## config.mk

```make
export PLATFORM = sky130hd
export DESIGN_NAME = load_store_unit
export DESIGN_NICKNAME = d
export VERILOG_FILES = /design/src/rtl/lsu_pkg.sv /design/src/rtl/load_formatter.sv /design/src/rtl/load_store_unit.sv
export SDC_FILE = /design/constraint.sdc
export NUM_CORES = 1
export LEC_CHECK = 0
export CAP_MARGIN = 20
export CORE_MARGIN = 1
export CORE_UTILIZATION = 31
export CTS_BUF_LIST = sky130_fd_sc_hd__clkbuf_16
export DETAILED_ROUTE_END_ITERATION = 8
export PLACE_DENSITY = 0.62
export SYNTH_ARGS = -nofsm -noshare
export SYNTH_HDL_FRONTEND = slang
export SYNTH_SLANG_ARGS = --single-unit
```

## constraint.sdc

```tcl
create_clock -name clk -period 1.8 [get_ports clk]
set_input_delay 0.27 -clock clk [delete_from_list [all_inputs] [get_ports clk]]
set_output_delay 0.27 -clock clk [all_outputs]
set_load 0.01 [all_outputs]
```

## src/rtl/lsu_pkg.sv

```systemverilog
// Shared types and constants for the load/store unit.
package lsu_pkg;

  typedef enum logic [1:0] {
    ST_IDLE = 2'd0,
    ST_BUSY = 2'd1,
    ST_DONE = 2'd2
  } lsu_state_e;

  localparam logic [2:0] F3_B  = 3'b000;
  localparam logic [2:0] F3_H  = 3'b001;
  localparam logic [2:0] F3_W  = 3'b010;
  localparam logic [2:0] F3_BU = 3'b100;
  localparam logic [2:0] F3_HU = 3'b101;

  localparam int unsigned DEFAULT_TIMEOUT = 255;
  localparam int unsigned CNT_W           = 8;

  // Size/sign legality plus natural alignment for one access.
  function automatic logic access_ok(input logic is_store, input logic [2:0] f3,
                                     input logic [1:0] off);
    logic ok;
    case (f3)
      F3_B:    ok = 1'b1;
      F3_H:    ok = ~off[0];
      F3_W:    ok = (off == 2'b00);
      F3_BU:   ok = ~is_store;
      F3_HU:   ok = ~is_store & ~off[0];
      default: ok = 1'b0;
    endcase
    return ok;
  endfunction

endpackage

```

## src/rtl/load_formatter.sv

```systemverilog
// Selects and extends the addressed byte/half of a read word.
module load_formatter
  import lsu_pkg::*;
#(
  parameter int unsigned width = 32
) (
  input  logic [width-1:0] word,
  input  logic [1:0]       offset,
  input  logic [2:0]       funct3,
  output logic [width-1:0] data
);

  logic [7:0]  sel_b;
  logic [15:0] sel_h;

  always_comb begin
    sel_b = word[{offset, 3'b000} +: 8];
    sel_h = offset[1] ? word[31:16] : word[15:0];
    data  = '0;
    case (funct3)
      F3_B:    data = {{(width-8){sel_b[7]}}, sel_b};
      F3_H:    data = {{(width-16){sel_h[15]}}, sel_h};
      F3_W:    data = word;
      F3_BU:   data = {{(width-8){1'b0}}, sel_b};
      F3_HU:   data = {{(width-16){1'b0}}, sel_h};
      default: data = '0;
    endcase
  end

endmodule

```

## src/rtl/load_store_unit.sv

```systemverilog
// Load/store unit: single-outstanding memory access with stall, fault and timeout handling.
module load_store_unit
  import lsu_pkg::*;
#(
  parameter int unsigned width   = 32,
  parameter int unsigned TIMEOUT = DEFAULT_TIMEOUT
) (
  input  logic             clk,
  input  logic             reset_n,
  input  logic             MemRead,
  input  logic             MemWrite,
  input  logic [2:0]       Funct3,
  input  logic [width-1:0] ALUResult,
  input  logic [width-1:0] WriteData,
  output logic [width-1:0] ReadData,
  output logic             Stall,
  output logic             Misaligned,
  output logic             BusError,
  output logic             MemReq,
  output logic             MemWE,
  output logic [width-1:0] MemAddr,
  output logic [width-1:0] MemWData,
  output logic [3:0]       MemBE,
  input  logic             MemReady,
  input  logic [width-1:0] MemRData
);

  lsu_state_e       state;
  logic [CNT_W-1:0] wait_cnt;
  logic [1:0]       off_q;
  logic [2:0]       f3_q;

  logic             req;
  logic             legal;
  logic [3:0]       lane_be;
  logic [width-1:0] lane_data;
  logic [width-1:0] fmt_data;

  assign req   = MemRead | MemWrite;
  assign legal = access_ok(MemWrite, Funct3, ALUResult[1:0]);

  // Request-cycle handshake is combinational; reset masks it so every output reads 0.
  assign Stall      = reset_n & ((state == ST_BUSY) | ((state == ST_IDLE) & req & legal));
  assign Misaligned = reset_n & (state == ST_IDLE) & req & ~legal;

  // Byte-lane steering for the request; loads use the same enables.
  always_comb begin
    lane_be   = 4'b1111;
    lane_data = WriteData;
    case (Funct3[1:0])
      2'b00: begin
        lane_be   = 4'b0001 << ALUResult[1:0];
        lane_data = width'({4{WriteData[7:0]}});
      end
      2'b01: begin
        lane_be   = ALUResult[1] ? 4'b1100 : 4'b0011;
        lane_data = width'({2{WriteData[15:0]}});
      end
      default: begin
        lane_be   = 4'b1111;
        lane_data = WriteData;
      end
    endcase
  end

  load_formatter #(.width(width)) u_fmt (
    .word   (MemRData),
    .offset (off_q),
    .funct3 (f3_q),
    .data   (fmt_data)
  );

  always_ff @(posedge clk or negedge reset_n) begin
    if (!reset_n) begin
      state    <= ST_IDLE;
      wait_cnt <= '0;
      off_q    <= '0;
      f3_q     <= '0;
      MemReq   <= 1'b0;
      MemWE    <= 1'b0;
      MemAddr  <= '0;
      MemWData <= '0;
      MemBE    <= '0;
      ReadData <= '0;
      BusError <= 1'b0;
    end else begin
      case (state)
        ST_IDLE: begin
          ReadData <= '0;
          BusError <= 1'b0;
          if (req && legal) begin
            state    <= ST_BUSY;
            wait_cnt <= '0;
            off_q    <= ALUResult[1:0];
            f3_q     <= Funct3;
            MemReq   <= 1'b1;
            MemWE    <= MemWrite;
            MemAddr  <= {ALUResult[width-1:2], 2'b00};
            MemWData <= MemWrite ? lane_data : '0;
            MemBE    <= lane_be;
          end
        end
        ST_BUSY: begin
          // A response on the final allowed cycle still wins over the timeout.
          if (MemReady || (wait_cnt == CNT_W'(TIMEOUT - 1))) begin
            state    <= ST_DONE;
            MemReq   <= 1'b0;
            MemWE    <= 1'b0;
            MemAddr  <= '0;
            MemWData <= '0;
            MemBE    <= '0;
            BusError <= ~MemReady;
            ReadData <= (MemReady && !MemWE) ? fmt_data : '0;
          end else begin
            wait_cnt <= wait_cnt + 1'b1;
          end
        end
        ST_DONE: begin
          state    <= ST_IDLE;
          ReadData <= '0;
          BusError <= 1'b0;
        end
        default: state <= ST_IDLE;
      endcase
    end
  end

endmodule

```

* Word-level counts from Yosys, hierarchy flattened
Index checks and enable logic that the tools add are counted.
Storage, ports and cells: output and inout bits 105, input port bits 104, register bits after elaboration 118
Cells by class: reductions and logical operators 17, shift-type cells 2, $add $sub $neg 1, equality and inequality tests 15, muxes and demuxes 31, bitwise logic cells 13
Operators with widths (number):
- $pmux 32 s2 | 4
- $mux 32 | 6
- $pmux 32 s5 | 1
- $shiftx 32x6->8 | 1
- $mux 16 | 1
- $mux 8 | 2
- $pmux 4 s2 | 2
- $pmux 8 s2 | 1
- $eq 3x3->1 const B | 4
- $mux 4 | 3
- $add 8x1->8 const B | 1
- $eq 8x8->1 const B | 1
- $and 1x1->1 | 7
- $eq 3x1->1 const B | 2
- $eq 3x2->1 const B | 2
- $logic_not 2->1 | 3
- $logic_not 3->1 | 2
- $pmux 1 s2 | 3
- $reduce_and 2->1 | 3
- $reduce_and 3->1 | 2
- $pmux 1 s5 | 1
- $eq 2x1->1 const B | 2
- $mux 1 | 4
- $mux 2 | 2
- 12 further kinds | 19

* Depth between registers and ports, before layout
Gate-level depths: netlist (run 1).
depth in word-level cells 6, depth in mapped cells 8, mapped depth without buffers 6

* Cells and area by module
A second synthesis (run 1) with hierarchy kept.
Second synthesis, totals: cells, all modules 494, area total of the unflattened synthesis 5622.9 µm²
By module, submodules not included:
- load_store_unit | times used 1, cells each 386, area an instance 4860.9 µm²
- load_formatter | times used 1, cells each 108, area an instance 762.0 µm²

* Worst setup path after synthesis (run 1)
Ideal clock, no wire load.
path kind in2out, from in Funct3[0], to out Stall, stages on the path 6, arrival time 1.480 ns, buffers on the path 3, setup slack 0.050 ns, required time 1.530 ns, cells stage by stage buf_2 > nor4_4 > o221a_2 > buf_2 > buf_2 > o21a_1
On the way: longest elaborated chain between the ends 5
RTL lines:
- from (decl) | line load_store_unit.sv:12 | input logic [2:0] Funct3,
- $eq 3x3->1 (tied with other cells) | line lsu_pkg.sv:23 | case (f3)
- $pmux 1 s5 (*) | line lsu_pkg.sv:23
- $and 1x1->1 (*) | line load_store_unit.sv:43 | assign Stall = reset_n & ((state == ST_BUSY) | ((state == ST_IDLE) & req & legal));
- $or 1x1->1 (*) | line load_store_unit.sv:43
- $and 1x1->1 (*) | line load_store_unit.sv:43
- to (decl) | line load_store_unit.sv:16 | output logic Stall,
Every way passes the cells marked *; elsewhere a longest branch is shown, timed or not.

* Final worst setup path (run 1)
from reg state[1], to out Misaligned
On the way: longest elaborated chain between the ends 4
RTL lines:
- from (decl) | line load_store_unit.sv:28 | lsu_state_e state;
- from (signal assigned) | line load_store_unit.sv:75 | state <= ST_IDLE;
- from (signal assigned) | line load_store_unit.sv:92 | state <= ST_BUSY;
- from (signal assigned) | line load_store_unit.sv:106 | state <= ST_DONE;
- $logic_not 2->1 | line load_store_unit.sv:44 | assign Misaligned = reset_n & (state == ST_IDLE) & req & ~legal;
- $and 1x1->1 (3 in series) | line load_store_unit.sv:44
- to (decl) | line load_store_unit.sv:17 | output logic Misaligned,
No other way between the ends.

==> results of run 1 <==
==> layout make-up <==
class | count | area, sq um | share of cell area
Sequential cell | 116 | 2900 | 0.342
Timing Repair Buffer | 249 | 2450 | 0.289
Multi-Input combinational cell | 292 | 2230 | 0.262
Clock buffer | 17 | 425 | 0.0501
Tap cell | 220 | 275 | 0.0324
Clock inverter | 14 | 163 | 0.0192
Inverter | 11 | 41.3 | 0.00486
Antenna cell | 3 | 7.51 | 0.000884
==> cell usage in the layout, fill, tap and decap left out, types with 4 or more instances in the layout <==
| master | count |
|---|---|
| mux2i_1 | 34 |
| o21ai_0 | 19 |
| a22o_1 | 50 |
| nand3_1 | 8 |
| buf_12 | 7 |
| a21oi_1 | 18 |
| o2bb2ai_1 | 35 |
| xor2_1 | 4 |
| nand2b_1 | 7 |
| mux2_2 | 12 |
| dfrtp_1 | 116 |
| a21o_1 | 12 |
| inv_1 | 11 |
| dlygate4sd2_1 | 4 |
| o221ai_1 | 7 |
| nand2_1 | 29 |
| clkdlybuf4s50_1 | 197 |
| buf_4 | 35 |
| nor2_1 | 8 |
| clkinv_4 | 4 |
| a31oi_1 | 9 |
| clkbuf_16 | 17 |
==> cells in the mapped netlist (7+ instances only) <==
cell,instances,area [sq um]
a21o_1,12,90.1
a21oi_1,18,90.1
a22o_1,50,438
a31oi_1,9,56.3
buf_2,20,100
clkbuf_1,8,30.0
dfrtp_1,116,2900
inv_1,11,41.3
mux2_2,12,135
mux2i_1,34,340
nand2_1,29,109
nand2b_1,7,43.8
nand3_1,8,40.0
nor2_1,9,33.8
o21ai_0,19,95.1
o221ai_1,7,61.3
o2bb2ai_1,35,307
==> worst reg2reg max path, stage by stage, from the launching register on <==
cell and delay [ns]:
dfrtp_1 0.37, inv_1 0.06, ha_1 0.14, nand3_1 0.09
o21ba_2 0.24, o21ba_2 0.25, buf_12 0.18, a22o_1 0.26
==> power breakdown <==
part	leakage (nW)	total (mW)	switching, mW	internal [mW]
Combinational	1.87	3.27	1.45	1.81
Clock	0.286	3.35	1.20	2.16
Sequential	1.54	3.50	0.380	3.12
==> worst min path at each step <==
stage | from | end | slack (ns) | cells after the start
final | reset_n | ReadData[3] | 0.03 | 2
after global routing | reset_n | wait_cnt[5] | 0.08 | 2
after global placement | reset_n | BusError | 0.26 | 2
after floorplan | reset_n | BusError | -0.03 | 0
after detailed placement | reset_n | BusError | 0.26 | 2
after CTS | reset_n | wait_cnt[4] | 0.05 | 2
==> per-layer routing <==
metal  vias up  global-route usage  wire length (microns)
met5         -                   0                     13
met4         2              0.0549                    186
met3        16              0.0727                   1530
met2       188               0.303                   7620
met1      2265               0.255                   7610
li1       2181                   -                      -
==> logic make-up after synthesis <==
kind of cell	count (synthesis)	synth area share
xor+xnor	4	0.00656
fa+ha+maj	2	0.00468
flops	116	0.543
buf+inv	47	0.0447
other cells	1	0.000702
mux	47	0.0932
compound gates	166	0.238
simple gates	71	0.0688
==> state kept, by name (all words and copies together), names as in the netlist, 2 cells and up <==
register  cells
MemWData     32
wait_cnt      8
MemAddr      30
state         2
MemBE         4
ReadData     32
f3_q          3
off_q         2
==> repair_timing <==
item / CTS / global route
resized for setup: 18 / 6
hold endpoints to repair: 34 / 0
setup endpoints to repair: 73 / 21
pin swaps: 4 / 2
setup buffers: 1 / 0
hold buffers: 1 / 0
==> per-stage QoR <==
stage	utilization	instances	worst slack, ns
6_report	0.509	922	0.0174
3_5_place_dp	0.472	886	-0.651
4_1_cts	0.508	919	0.00674
3_3_place_gp	0.472	886	-0.617
5_1_grt	0.508	921	-0.0706
2_1_floorplan	-	455	0.0504
==> metrics, run 1 <==
outcome=finished clean; DP Area=7880 sq um; fin crit share=0.990; Max Clk Rate=561 MHz; DRT iter0 DRCs=227; flops & latches, synth=116; crit-path max cell delay=0.40 ns; CP top delay family=simple AND/OR/NAND/NOR gates; startpoint types=flip-flop; Syn Inst Count=454; leakage power=3.70 nW; fin area=8490 sq um; final WL=17,000 microns; DR pass1 iterations=4; post-synthesis sequential area ratio=0.543; ratio of cells with drive above 1 in the final layout=0.139; H-tree levels=4; RSZ-0062 raised after global routing=true; CP max FO=2; largest net degree at the start of global routing=46; Worst Setup EP=Misaligned; YS warnings=0; worst-skew pair later-pin latency=0.41 ns; Crit. path cell count=4; Cell Chain, Critical Path=nor2_4 -> o211ai_1 -> nor3_2 -> buf_2; Power Density=1190 nW/um^2; Overflow after GRT=0; Tot Pwr=10.1 mW; Routed wire per std cell=18.4 microns; CTS tree=done; total CTS buffers=17; Max Cap Viol=0; vias in the first global route=4,849; Layout fillers=1,477; post-route ant nets=0; vias per cell=5.05; Hold Slack=0.0279 ns; ys async rst share=1.00; initial antenna violation count=4; Final setup viols=0; GRT Util Overall=0.195; Residual DRC=0; initial core utilization=0.320; RePlAce Congestion=0.853; number of port buffers=206; worst setup path startpoint=state[1]; Slew HR=0.591; Fin. Hold Viols=0; Cell Area, Synth=5340 sq um; clock sinks=116; Arr. time, crit path=1.51 ns; slowest cell on the critical path=dfrtp_1; die height=133 microns; Clock Path Buffers=2; r2r endpoint=MemBE[1]; clk slew on worst S/H paths=0.05 ns; Post-synth EDFFs=0; total number of vias=4,652; Syn Area/Cell=11.8 sq um; Distinct cells, synth=45; Slew Limit Fails=0; fin nets=793; reg2reg path depth=7; Die W=133 microns; # IOs=209; die area=17,800 sq um; Clock Root Buffer=clkbuf_16; Most used DFF post-synth=dfrtp_1; row cnt=47; first-pass GRT wire length=26,700 microns; setup_tns=0 ns; WP data required=1.53 ns; shortest clock period the worst path allows after layout=1.78 ns; RR Startpoint=wait_cnt[0]; CP endpoint kind=primary output; WP buf/inv=1; area delta synth->final=58.9%; worst reg-to-reg setup slack=0.10 ns; maximum VDD drop=0.000653 V; Setup Crit Path Kind=reg2out; Least-Margin Pin Slew=0.614 ns; Hold Crit Class=in2async; core area=16,700 sq um; skew final=0.00783 ns; hpwl dp=12,200 microns
No activity file was read; power rests on OpenSTA's default activity.
==> run 2, diff against run 1 <==
- CTS_CLUSTER_DIAMETER: not set -> 50
==> results of run 2 <==
Final layout, timing and power as in run 1 (identical DEF).
==> run 3, diff against run 2 <==
- CORE_UTILIZATION: 31 -> 40
- PLACE_DENSITY: 0.62 -> 0.76
==> run 3 against run 2 <==
Fmax up 1.6%. Clock skew up 0.0041 ns. Sequential share of layout area grew 0.081 points. First-iteration DRC count is 23% higher. Non-clock buffer count increased by 1. Clock power up 8.1%. Largest power group is now the clock network.
==> metrics, run 3 (synthesis results as in run 1) <==
outcome=finished clean (unchanged); fin cells=874 (was 922); Overflow after GRT=0 (unchanged); vias per cell=5.39 (was 5.05); RSZ-0062 raised after global routing=true (unchanged); RR Startpoint=wait_cnt[0] (unchanged); GRT Util Overall=0.228 (was 0.195); skew final=0.0119 ns (was 0.00783 ns); dpl cells=839 (was 886); DR pass1 iterations=5 (was 4); wl on met1=6790 microns (was 7610 microns); DR WL met3=1090 microns (was 1530 microns); total number of vias=4,709 (was 4,652); Setup WS pre-CTS=-0.580 ns (was -0.651 ns); final WL=15,400 microns (was 17,000 microns); die height=118 microns (was 133 microns); Slew Limit Fails=0 (unchanged); Max Clk Rate=570 MHz (was 561 MHz); fin nets=794 (was 793); post-route ant nets=0 (unchanged); Max Cap Viol=0 (unchanged); Hold Crit Class=in2reg (was in2async); Worst Hold Depth=2; setup_tns=0 ns (unchanged); worst reg-to-reg setup slack=0.11 ns (was 0.10 ns); CP endpoint kind=primary output (unchanged); largest net degree at the start of global routing=50 (was 46); leakage power=3.71 nW (was 3.70 nW); fin area=8470 sq um (was 8490 sq um); Post-Route Utilization=0.661 (was 0.509); maximum VDD drop=0.000653 V (about the same); r2r endpoint=MemWData[2] (was MemBE[1]); area delta synth->final=58.6% (was 58.9%); Clock Path Buffers=2 (unchanged); Fin. Hold Viols=0 (unchanged); reg2reg path depth=7 (unchanged); Tot Pwr=10.3 mW (was 10.1 mW); die area=13,800 sq um (was 17,800 sq um); RePlAce Congestion=0.903 (was 0.853); total CTS buffers=17 (unchanged); clock sinks=116 (unchanged); ratio of cells with drive above 1 in the final layout=0.143 (was 0.139); Setup Crit Path Kind=reg2out (unchanged); Power Density=1220 nW/um^2 (was 1190 nW/um^2); slowest cell on the critical path=dfrtp_1 (unchanged); crit-path max cell delay=0.38 ns (was 0.40 ns); Final setup viols=0 (unchanged); worst-skew pair later-pin latency=0.40 ns (was 0.41 ns); vias in the first global route=4,769 (was 4,849); final setup margin=0.0451 ns (was 0.0174 ns); initial antenna violation count=1 (was 4); most common cell after layout, fill and taps aside=clkdlybuf4s50_1 (unchanged); first-pass GRT wire length=25,100 microns (was 26,700 microns); WP data required=1.53 ns (about the same); biggest regs=MemWData: 32 flops, ReadData: 32 flops, MemAddr: 30 flops (unchanged); CTS tree=done (unchanged); clk slew on worst S/H paths=0.05 ns (about the same); hold endpoint=f3_q[2]; Die W=118 microns (was 133 microns); # IOs=209 (unchanged); Arr. time, crit path=1.48 ns (was 1.51 ns); Hold Slack=0.401 ns (was 0.0279 ns); most frequent cells in the layout=clkdlybuf4s50_1, dfrtp_1, a22o_1 (unchanged); Hold Path Origin=Funct3[2]; Least-Margin Pin Slew=0.635 ns (was 0.614 ns); hpwl dp=11,200 microns (was 12,200 microns); Residual DRC=0 (unchanged); DRT iter0 DRCs=279 (was 227); Clock Root Buffer=clkbuf_16 (unchanged); shortest clock period the worst path allows after layout=1.75 ns (was 1.78 ns); row cnt=41 (was 47); core area=12,800 sq um (was 16,700 sq um); startpoint types=flip-flop (unchanged); Cell Chain, Critical Path=nor2_2 -> o221a_2 -> o21a_1 -> clkdlybuf4s15_2 (was nor2_4 -> o211ai_1 -> nor3_2 -> buf_2); Layout fillers=984 (was 1,477); H-tree levels=4 (unchanged); DP Area=7800 sq um (was 7880 sq um); number of port buffers=206 (unchanged); metal2 WL=7210 microns (was 7620 microns); Top Layer Used=met4 (was met5); Routed wire per std cell=17.6 microns (was 18.4 microns); Slew HR=0.577 (was 0.591); fin crit share=0.975 (was 0.990); initial core utilization=0.417 (was 0.320); CP max FO=2 (unchanged)
[run 3: cell types whose count changed in the layout (fill, tap and decap cells not counted), moves of 2 or more]
cell,before,now
clkinv_4,4,1
clkdlybuf4s15_2,0,2
diode_2,3,1
clkinv_1,3,1
buf_4,35,38
buf_2,3,0
bufinv_16,3,5
buf_12,7,5
clkinvlp_4,1,5
[run 3: critical path, delay by kind of cell, from the launching register on]
family	cells	cell delay [ns]
buffers and inverters	1	0.22
flip-flops	1	0.38
AND/OR/NAND/NOR	1	0.17
AO/OA/AOI/OAI	2	0.32
[run 3: repair_timing]
action | in CTS | in global routing
endpoints found under the setup margin | 63 | 43
hold buffers | 1 | 0
endpoints found under the hold margin | 18 | 0
setup buffers | 1 | 0
pin swaps | 3 | 1
gates resized for setup | 15 | 4
[run 3: area by class of cell]
type	count	area, sq um	area share
Clock buffer	17	425	0.0502
Antenna cell	1	2.50	0.000295
Tap cell	172	215	0.0254
Timing Repair Buffer	250	2450	0.289
Multi-Input combinational cell	292	2220	0.262
Inverter	11	41.3	0.00487
Clock inverter	15	214	0.0253
Sequential cell	116	2900	0.343
[run 3: worst max-delay path by stage]
stage                       from    end  slack, ns  depth (start not counted)
floorplan              Funct3[0]  Stall       0.05                          6
global placement    ALUResult[0]  Stall      -0.57                          5
global route            state[0]  Stall      -0.04                          4
finish                  state[0]  Stall       0.05                          4
detailed placement  ALUResult[0]  Stall      -0.58                          5
CTS                     state[0]  Stall      0.002                          4
[run 3: report_power, final]
group          internal (mW)  total (mW)  switching, mW
sequential              3.12        3.50          0.377
clock                   2.44        3.62           1.18
combinational           1.81        3.23           1.41
total                   7.38        10.3           2.97
[run 3: per-layer routing]
layer  vias up  global-route usage
met5         -                   0
met4         0              0.0793
met3        23              0.0601
met2       213               0.361
met1      2300               0.302
li1       2173                   -
